[src/rtl/fetch_decode_stage.sv]
// fetch_decode_stage: front end of the 8-bit pipeline.
// Owns the program counter, the IF/ID pipeline register and the tracker
// that tags the immediate byte of 2-byte instructions.
// Ports:
//   clk, rst_n         clock, asynchronous active-low reset
//   imem_data_F        byte read from instruction memory at pc_F
//   is_2byte_op_F      predecode of imem_data_F (opcode takes an immediate)
//   stall_F, stall_D   active-low enables for the PC and the IF/ID register
//   flush_D            load a bubble into IF/ID
//   redirect_valid/pc  PC redirect from branch or return
//   pc_F               instruction memory address
//   instr_D, pc_next_D IF/ID byte and its address plus one
//   is_2byte_D         slot holds an immediate byte
//   nothing_here_d     slot is a bubble
module fetch_decode_stage #(
  parameter logic [7:0] RESET_PC = 8'h00
) (
  input  logic       clk,
  input  logic       rst_n,
  input  logic [7:0] imem_data_F,
  input  logic       is_2byte_op_F,
  input  logic       stall_F,
  input  logic       stall_D,
  input  logic       flush_D,
  input  logic       redirect_valid,
  input  logic [7:0] redirect_pc,
  output logic [7:0] pc_F,
  output logic [7:0] instr_D,
  output logic [7:0] pc_next_D,
  output logic       is_2byte_D,
  output logic       nothing_here_d
);

  localparam int unsigned W = 8;

  typedef enum logic [1:0] {
    RST_VEC = 2'd0,
    OP      = 2'd1,
    IMM     = 2'd2
  } state_e;

  state_e         state_q, state_d;
  logic [W-1:0]   pc_q, pc_d;
  logic [W-1:0]   instr_q, instr_d;
  logic [W-1:0]   pc_next_q, pc_next_d;
  logic           is_2byte_q, is_2byte_d;
  logic           nothing_q, nothing_d;
  logic [W-1:0]   pc_inc;

  // Modulo-256 increment shared by the PC and the return address.
  assign pc_inc = pc_q + W'(1);

  // State, PC and IF/ID registers.
  always_ff @(posedge clk or negedge rst_n) begin
    if (!rst_n) begin
      state_q    <= RST_VEC;
      pc_q       <= RESET_PC;
      instr_q    <= '0;
      pc_next_q  <= '0;
      is_2byte_q <= 1'b0;
      nothing_q  <= 1'b1;
    end else begin
      state_q    <= state_d;
      pc_q       <= pc_d;
      instr_q    <= instr_d;
      pc_next_q  <= pc_next_d;
      is_2byte_q <= is_2byte_d;
      nothing_q  <= nothing_d;
    end
  end

  // Next state and next PC. A stalled IMM stays IMM so the held immediate
  // is re-fetched with the right tag.
  always_comb begin
    state_d = state_q;
    pc_d    = pc_q;
    case (state_q)
      RST_VEC: begin
        pc_d    = imem_data_F;
        state_d = OP;
      end
      default: begin
        if (redirect_valid) begin
          pc_d    = redirect_pc;
          state_d = OP;
        end else if (stall_F) begin
          pc_d    = pc_inc;
          state_d = (state_q == OP && is_2byte_op_F) ? IMM : OP;
        end
      end
    endcase
  end

  // IF/ID next values; evaluated independently of the PC decision.
  // A bubble only rewrites the tags, the data fields keep their contents.
  always_comb begin
    instr_d    = instr_q;
    pc_next_d  = pc_next_q;
    is_2byte_d = is_2byte_q;
    nothing_d  = nothing_q;
    if (state_q != RST_VEC) begin
      if (redirect_valid || flush_D) begin
        nothing_d  = 1'b1;
        is_2byte_d = 1'b0;
      end else if (!stall_D) begin
        // hold all fields
      end else if (!stall_F) begin
        // fetched byte is not consumed this cycle
        nothing_d  = 1'b1;
        is_2byte_d = 1'b0;
      end else begin
        instr_d    = imem_data_F;
        pc_next_d  = pc_inc;
        nothing_d  = 1'b0;
        is_2byte_d = (state_q == IMM);
      end
    end
  end

  assign pc_F           = pc_q;
  assign instr_D        = instr_q;
  assign pc_next_D      = pc_next_q;
  assign is_2byte_D     = is_2byte_q;
  assign nothing_here_d = nothing_q;

endmodule

[config.mk]
export PLATFORM = sky130hd
export DESIGN_NAME = fetch_decode_stage
export DESIGN_NICKNAME = d
export VERILOG_FILES = /design/src/rtl/fetch_decode_stage.sv
export SDC_FILE = /design/constraint.sdc
export NUM_CORES = 1
export LEC_CHECK = 0
export CORE_UTILIZATION = 45
export DETAILED_ROUTE_END_ITERATION = 7
export PLACE_DENSITY = 0.88
export SETUP_SLACK_MARGIN = 0.4
export SLEW_MARGIN = 5
export SYNTH_ARGS = -nofsm -noshare
export SYNTH_HDL_FRONTEND = slang
export SYNTH_SLANG_ARGS = --single-unit
[constraint.sdc]
create_clock -name clk -period 2.05 [get_ports clk]
set_input_delay 0.205 -clock clk [delete_from_list [all_inputs] [get_ports clk]]
set_output_delay 0.205 -clock clk [all_outputs]
set_load 0.05 [all_outputs]
Yosys cells after proc, flatten, opt, wreduce, memory -nomap -nowiden
Cells that the tools add are included.
{"block": "totals", "out_inout_bits": 26, "elab_cells": 31, "ff_bits": 28}
{"block": "op_classes", "add_sub_neg": 1, "eq_ne": 2, "mux": 13, "reduce_logical": 8, "bitwise": 1}
{"op": "$mux 8", "n": 3}
{"op": "$add 8x1->8 const B", "n": 1}
{"op": "$mux 2", "n": 4}
{"op": "$mux 1", "n": 6}
{"op": "$reduce_and 4->1", "n": 1}
{"op": "$reduce_bool 2->1", "n": 2}
{"op": "$reduce_bool 3->1", "n": 1}
{"op": "$eq 2x1->1 const B", "n": 1}
{"op": "$eq 2x2->1 const B", "n": 1}
{"op": "$logic_not 2->1", "n": 1}
{"op": "$reduce_and 2->1", "n": 1}
{"op": "$logic_and 1x1->1", "n": 1}
{"op": "$logic_or 1x1->1", "n": 1}
{"op": "$not 1->1", "n": 1}

Logic depth before layout (Yosys ltp)
Gate-level depths: netlist (run 1).
{"block": "depth", "ltp_word": 6, "depth_mapped": 6, "mapped_depth_nobuf": 5}

Worst setup path after synthesis (run 1)
No wires, ideal clock.
{"block": "synth_timing", "kind": "register -> register", "from": "register pc_q[2], in the netlist pc_F[2]", "to": "register pc_q[7], in the netlist pc_F[7]", "n_path_buf": 1, "path_stages_with_launch": 6, "slack_ns": 0.396, "period_less_slack_ns": 1.654, "t_arrival_ns": 1.560, "cell_sequence": "dfrtp_1 -> buf_4 -> nand3_1 -> nor3_1 -> nor4_1 -> a211oi_1"}
{"block": "synth_between", "elab_chain_len": 4}
{"item": "start: declaration", "line": "43", "source": "logic [W-1:0] pc_q, pc_d;"}
{"item": "start signal: assignment", "line": "64", "source": "pc_q <= pc_d;"}
{"item": "$add 8x1->8", "line": "51", "source": "assign pc_inc = pc_q + W'(1);"}
{"item": "$mux 8", "line": "86", "source": "end else if (stall_F) begin"}
{"item": "$mux 8", "line": "83", "source": "if (redirect_valid) begin"}
{"item": "$mux 8", "line": "77", "source": "case (state_q)"}
Every way passes these cells. The select of a mux whose other input is x is not followed.
A chain may end at the register's enable or synchronous reset.

Worst setup path after layout (run 1)
{"block": "layout_timing", "from": "register pc_q[3], in the netlist pc_F[3]", "to": "output pc_F[3]"}
{"item": "end: declaration", "line": "27", "source": "output logic [7:0] pc_F,"}
No word-level cell between the ends.

==> results.sh, run 1 <==
export IMPL_status="completed"
export IMPL_ys_seq_area_share_pct=49.5
export IMPL_pwr_share_comb_pct=44.4
export IMPL_syn2layout_area_growth_pct=37.9
export IMPL_hold_class="in2async"
export IMPL_crit_path_end_kind="output port"
export IMPL_avgSynthCellArea_um2=10.2
export IMPL_cellPowerDensity_mw_per_mm2=936
export IMPL_cp_slowest_cell="dlygate4sd2_1"
export IMPL_final_hold_viol_count=0
export IMPL_rsz0062_at_grt="false"
export IMPL_arrival_ns=1.40
export IMPL_switching_share_pct=43.8
export IMPL_finalCriticalPeriod_ns=1.60
export IMPL_post_route_period_util_pct=78.1
export IMPL_synthAdderAreaFrac_pct=0.883
export IMPL_cts_sinks=28
export IMPL_path_delay_family="buffers and inverters"
export IMPL_syn_area_mm2=0.00142
export IMPL_yosys_warnings=0
export IMPL_rows=20
export IMPL_worst_ir_drop_vdd_mv=0.436
export IMPL_synth_edff_count=0
export IMPL_drive_gt1_share_pct=11.2
export IMPL_cp_num_buf_inv=1
export IMPL_first_global_vias=1172
export IMPL_num_vias=1210
export IMPL_relSlewSlack_pct=66.6
export IMPL_finalNetCount=213
export IMPL_die_h_um=58.1
export IMPL_clk_pin_slew_worst_paths_ns=0.15
export IMPL_critPathKind="reg2out"
export IMPL_post_cts_buffers=0
export IMPL_drtAntennaViolNets=0
export IMPL_synthArstFlopShare_pct=100
export IMPL_routed_wirelength_mm=3.23
export IMPL_coreArea_mm2=0.00303
export IMPL_clk_latency_ns=0.32
export IMPL_tightestPinTransition_ns=0.503
export IMPL_fmax_mhz=625
export IMPL_cp_max_fo=7
export IMPL_diodes=0
export IMPL_synth_compound_area_share_pct=12.7
export IMPL_synth_simple_gate_area_share_pct=16.6
export IMPL_antenna_found_initial=0
export IMPL_clock_root_buffer="clkbuf_4"
export IMPL_timing_critical_path_cells="dlygate4sd2_1"
export IMPL_syn_nets=163
export IMPL_hold_slack_ns=0.247
export IMPL_grt_usage_pct=20.2
export IMPL_synth_top_family_by_area="simple AND/OR/NAND/NOR gates"
export IMPL_p_int_w=0.00103
export IMPL_regArea_um2=703
export IMPL_slew_violations=0
export IMPL_vias_per_cell=5.22
export IMPL_ctsHtreeMaxLevel=1
export IMPL_fin_tns_setup_ns=0
export IMPL_cts_buffers=3
export IMPL_synthMuxAreaShare_pct=8.56
export IMPL_r2r_cells=3
export IMPL_leakage_nw=0.855
export IMPL_setup_violations=0
export IMPL_r2r_start="state_q[1]$_DFFE_PN0P_"
export IMPL_worst_path_largest_cell_delay_ns=0.57
export IMPL_power_w=0.00183
export IMPL_dp_hpwl_mm=2.35
export IMPL_fin_ws_ns=0.449
export IMPL_path_depth=1
export IMPL_num_io_pins=49
export IMPL_die_w_um=58.1
export IMPL_dr_pass1_iters=4
export IMPL_syn_inst=139
export IMPL_cp_required_ns=1.85
export IMPL_p_switching_w=0.000801
export IMPL_initial_core_util_pct=46.8
export IMPL_grt_max_degree=29
export IMPL_ys_ff_latch=28
export IMPL_gp_congestion=0.778
export IMPL_drv_cap=0
export IMPL_n_fill_cell=265
export IMPL_grt_pass1_wl_mm=5.26
export IMPL_ys_flop_type="dfrtp_1"
export IMPL_start_kind="register"
export IMPL_initialDrtViolationCount=41
export IMPL_synthXorXnorAreaFrac_pct=7.41
export IMPL_numPortBuffers=48
export IMPL_cts_tree="done"
export IMPL_drc_errors=0
export IMPL_pwr_share_clk_pct=14.4
export IMPL_clockBufferDepth=2
export IMPL_startpoint="pc_F[3]$_DFFE_PN0P_"
export IMPL_die_area_mm2=0.00338
export IMPL_dp_slack_ns=0.284
export IMPL_overflow=0
export IMPL_seqPwrFrac_pct=41.2
export IMPL_multi_input_area_um2=669
export IMPL_final_setup_skew_ns=0.00907
export IMPL_synth_cell_types=36
export IMPL_avgRoutedWirePerCell_um=13.9
==> synth_stat cells (3+ instances only) <==
| cell type | count | area share (%) |
|---|---|---|
| nor2_1 | 10 | 2.6 |
| nand3b_1 | 4 | 2.1 |
| xnor2_1 | 8 | 4.9 |
| a21oi_1 | 6 | 2.1 |
| mux2_4 | 3 | 3.2 |
| buf_2 | 3 | 1.1 |
| nand2_1 | 17 | 4.5 |
| mux2_2 | 5 | 4.0 |
| inv_1 | 3 | 0.79 |
| nor3_1 | 3 | 1.1 |
| nand3_1 | 4 | 1.4 |
| xor2_1 | 4 | 2.5 |
| dfrtp_1 | 27 | 48 |
| o21ai_0 | 17 | 6.0 |
==> final cells by class <==
| class | instances | share of cell area (%) |
|---|---|---|
| repair buffers | 52 | 24.5 |
| well taps | 44 | 2.82 |
| flip-flops and latches | 28 | 36.0 |
| inverters | 3 | 0.576 |
| multi-input cells | 101 | 34.3 |
| clock buffers | 4 | 1.86 |
==> final timing paths <==
path,end,slack [ns]
setup / recovery,pc_F[3],0.45
hold / removal,pc_next_D[1]$_DFFE_PN0P_,0.25
setup reg to reg,instr_D[2]$_DFFE_PN0P_,0.54
hold reg to reg,pc_next_D[3]$_DFFE_PN0P_,0.49
max in group asynchronous,nothing_here_d$_DFFE_PN1P_,1.50
min in group clk,pc_F[1]$_DFFE_PN0P_,0.46
==> state kept, by name, indices dropped and copies added (netlist names) <==
| register | flops |
|---|---|
| instr_D | 8 |
| is_2byte_D | 1 |
| nothing_here_d | 1 |
| pc_F | 8 |
| pc_next_D | 8 |
| state_q | 2 |
==> routing by layer <==
| layer | vias up | GRT usage, % | routed length, um |
|---|---|---|---|
| met5 | - | 0 | 0 |
| met1 | 575 | 26.1 | 1390 |
| li1 | 587 | - | - |
| met4 | 0 | 3.74 | 0 |
| met2 | 48 | 36.3 | 1660 |
| met3 | 0 | 2.68 | 181 |
==> per-stage QoR <==
step	instance area [um2]	cells	utilization [%]
6_report	1950	232	64.5
5_1_grt	1950	232	64.5
4_1_cts	1950	232	64.5
3_5_place_dp	1930	227	63.9
3_3_place_gp	1930	227	63.9
2_1_floorplan	1420	139	-
==> cells in the final DEF, fill, tap and decap left out, types with 2 or more instances in the layout <==
cell type,Yosys,routed
dfrtp_1,27,26
dlygate4sd2_1,0,25
clkdlybuf4s50_1,0,22
nand2_1,17,17
o21ai_0,17,17
nor2_1,10,10
xnor2_1,8,8
a21oi_1,6,6
mux2_2,5,5
nand3_1,4,4
nand3b_1,4,4
xor2_1,4,4
buf_4,2,4
mux2_4,3,3
inv_1,3,3
nor3_1,3,3
clkbuf_4,0,3
nand4_1,2,2
mux2i_1,2,2
==> cells by family (layout without fill, tap and decap cells) <==
logic type / count (synthesis) / in the layout
compound gates: 31 / 31
xor+xnor: 12 / 12
fa+ha+maj: 1 / 1
buf+inv: 11 / 59
flops: 28 / 28
mux: 10 / 10
simple gates: 46 / 47
==> power by group through the flow <==
stage          Clock, W  Sequential (W)  Combinational (W)
2_1_floorplan         0         0.00113           0.000204
3_3_place_gp          0        0.000761           0.000873
3_5_place_dp          0        0.000769           0.000889
4_1_cts        0.000277        0.000753           0.000818
5_1_grt        0.000295        0.000769           0.000859
6_report       0.000264        0.000753           0.000812
==> repair_timing <==
| action | in CTS | in global routing |
|---|---|---|
| resized for setup | 27 | 1 |
| hold buffers | 0 | 0 |
| pin swaps | 1 | 0 |
| gates cloned | 1 | 0 |
| endpoints found under the setup margin | 34 | 1 |
Note: power is estimated with default switching activity, not from simulation.
==> run 2: changes to the inputs <==
Settings changed: CORE_UTILIZATION 45 to 40, PLACE_DENSITY 0.88 to 0.83.
Clock period 2.05 ns to 1.3 ns, I/O delays scaled along.
==> run 2 against run 1 <==
Compared with the run above: the run now ends with negative setup slack left; flip-flop and latch count did not move; hold slack got worse by 0.12 ns; clock-buffer cell count did not move; combinational power rose to 2.8 times the previous value; final cell count rose by 15%; sequential share of layout area fell by 10 points; critical endpoint is now pc_F[5]$_DFFE_PN0P_; highest routed layer is now met4.
==> results.sh, run 2 (synthesis gave the netlist of run 1 again) <==
export IMPL_numPortBuffers=48
export IMPL_critPathKind="reg2reg"
export IMPL_cp_required_ns=1.53
export IMPL_violations="negative setup slack"
export IMPL_drv_cap=0
export IMPL_fin_ws_ns=-0.0671
export IMPL_cp_slowest_cell="dfrtp_1"
export IMPL_final_hold_viol_count=0
export IMPL_vias_per_cell=5.62
export IMPL_r2r_slack_ns=-0.07
export IMPL_die_h_um=61.5
export IMPL_fin_tns_setup_ns=-0.215
export IMPL_dp_hpwl_mm=2.88
export IMPL_crit_path_end_kind="register"
export IMPL_finalCriticalPeriod_ns=1.37
export IMPL_clock_root_buffer="clkbuf_4"
export IMPL_cts_buffers=3
export IMPL_layout_commonest_cell="buf_12"
export IMPL_leakage_nw=1.17
export IMPL_rsz0062_at_grt="true"
export IMPL_clockBufferDepth=2
export IMPL_clk_pin_slew_worst_paths_ns=0.15
export IMPL_r2r_cells=5
export IMPL_cts_sinks=28
export IMPL_worst_ir_drop_vdd_mv=1.30
export IMPL_power_w=0.00402
export IMPL_setup_violations=7
export IMPL_tightestPinTransition_ns=0.352
export IMPL_cp_max_fo=7
export IMPL_slew_violations=0
export IMPL_routed_wirelength_mm=5.37
export IMPL_drc_errors=0
export IMPL_fmax_mhz=731
export IMPL_place_area_mm2=0.00239
export IMPL_num_vias=1500
export IMPL_drive_gt1_share_pct=52.5
export IMPL_hold_class="in2async"
export IMPL_start_kind="register"
export IMPL_relSlewSlack_pct=76.5
export IMPL_clk_latency_ns=0.34
export IMPL_dr_pass1_iters=4
export IMPL_grt_usage_pct=26.1
export IMPL_first_global_vias=1491
export IMPL_diodes=0
export IMPL_cp_num_buf_inv=1
export IMPL_gp_congestion=0.796
export IMPL_coreArea_mm2=0.00336
export IMPL_n_fill_cell=180
export IMPL_arrival_ns=1.60
export IMPL_grt_max_degree=29
export IMPL_status="finished, violations left"
export IMPL_antenna_found_initial=0
export IMPL_cts_tree="done"
export IMPL_worst_path_largest_cell_delay_ns=0.42
export IMPL_syn2layout_area_growth_pct=96.6
export IMPL_cellPowerDensity_mw_per_mm2=1440
export IMPL_timing_critical_path_cells="buf_4, o211ai_1, o21ai_2, o32ai_2, a2bb2oi_2"
export IMPL_finalNetCount=246
export IMPL_initial_core_util_pct=42.2
export IMPL_drtAntennaViolNets=0
export IMPL_overflow=0
export IMPL_path_delay_family="compound AO/OA/AOI/OAI gates"
export IMPL_die_w_um=61.5
export IMPL_fin_area_mm2=0.00279
export IMPL_post_route_period_util_pct=105
export IMPL_ctsHoldBuffers=0
export IMPL_initialDrtViolationCount=80
export IMPL_grt_pass1_wl_mm=6.98
export IMPL_die_area_mm2=0.00379
export IMPL_num_io_pins=49
export IMPL_final_cell_mix="28 x buf_12, 23 x buf_4, 21 x clkdlybuf4s50_1"
export IMPL_rows=21
export IMPL_final_setup_skew_ns=0.00216
export IMPL_ctsHtreeMaxLevel=1
export IMPL_path_depth=5
export IMPL_avgRoutedWirePerCell_um=20.1
## run 2: changes by cell type in the layout (fill, tap and decap cells not counted), sizes merged
cell	change
buf	+59
dlygate4sd2	-24
clkdlybuf4s15	-1
clkdlybuf4s50	-1
## run 2: final timing paths
kind                                          start                          to
min in group clk                     imem_data_F[0]         pc_F[0]$_DFFE_PN0P_
max in group asynchronous                     rst_n  nothing_here_d$_DFFE_PN1P_
max reg2reg                  state_q[1]$_DFFE_PN0P_         pc_F[5]$_DFFE_PN0P_
min reg2reg                pc_next_D[6]$_DFFE_PN0P_    pc_next_D[6]$_DFFE_PN0P_
max                          state_q[1]$_DFFE_PN0P_         pc_F[5]$_DFFE_PN0P_
min                                           rst_n      is_2byte_D$_DFFE_PN0P_
## run 2: repair_timing
item,CTS,global route
pin swaps,4,4
cloned,1,0
setup endpoints to repair,54,54
setup buffers,17,4
gates resized for setup,26,28
endpoints found under the hold margin,0,0
## run 2: final cells by class
cell class | instances | area (um2) | share of cell area (%)
clock buffers | 4 | 36.3 | 1.30
inverters | 3 | 11.3 | 0.404
multi-input cells | 101 | 881 | 31.6
flip-flops and latches | 28 | 714 | 25.6
well taps | 46 | 57.6 | 2.06
repair buffers | 85 | 1090 | 39.0
## run 2: power by group
group	internal, W	switching [W]
Sequential	0.00105	0.000242
Clock	0.000172	0.000272
Combinational	0.00117	0.00110
## run 2: per-stage QoR
step           util [%]  cells  setup WS [ns]  hold WS (ns)
2_1_floorplan         -    139         -0.115        -0.166
3_3_place_gp       70.9    241         -0.267         0.502
3_5_place_dp       70.9    241         -0.385         0.510
4_1_cts            78.7    263         0.0115         0.145
5_1_grt            82.9    267        -0.0900         0.122
6_report           82.9    267        -0.0671         0.124
## run 2: metal layers
layer | wire, um | track usage (%)
met3 | 323 | 4.62
met4 | 279 | 13.7
met2 | 2840 | 46.5
met1 | 1930 | 29.5
met5 | 0 | 0
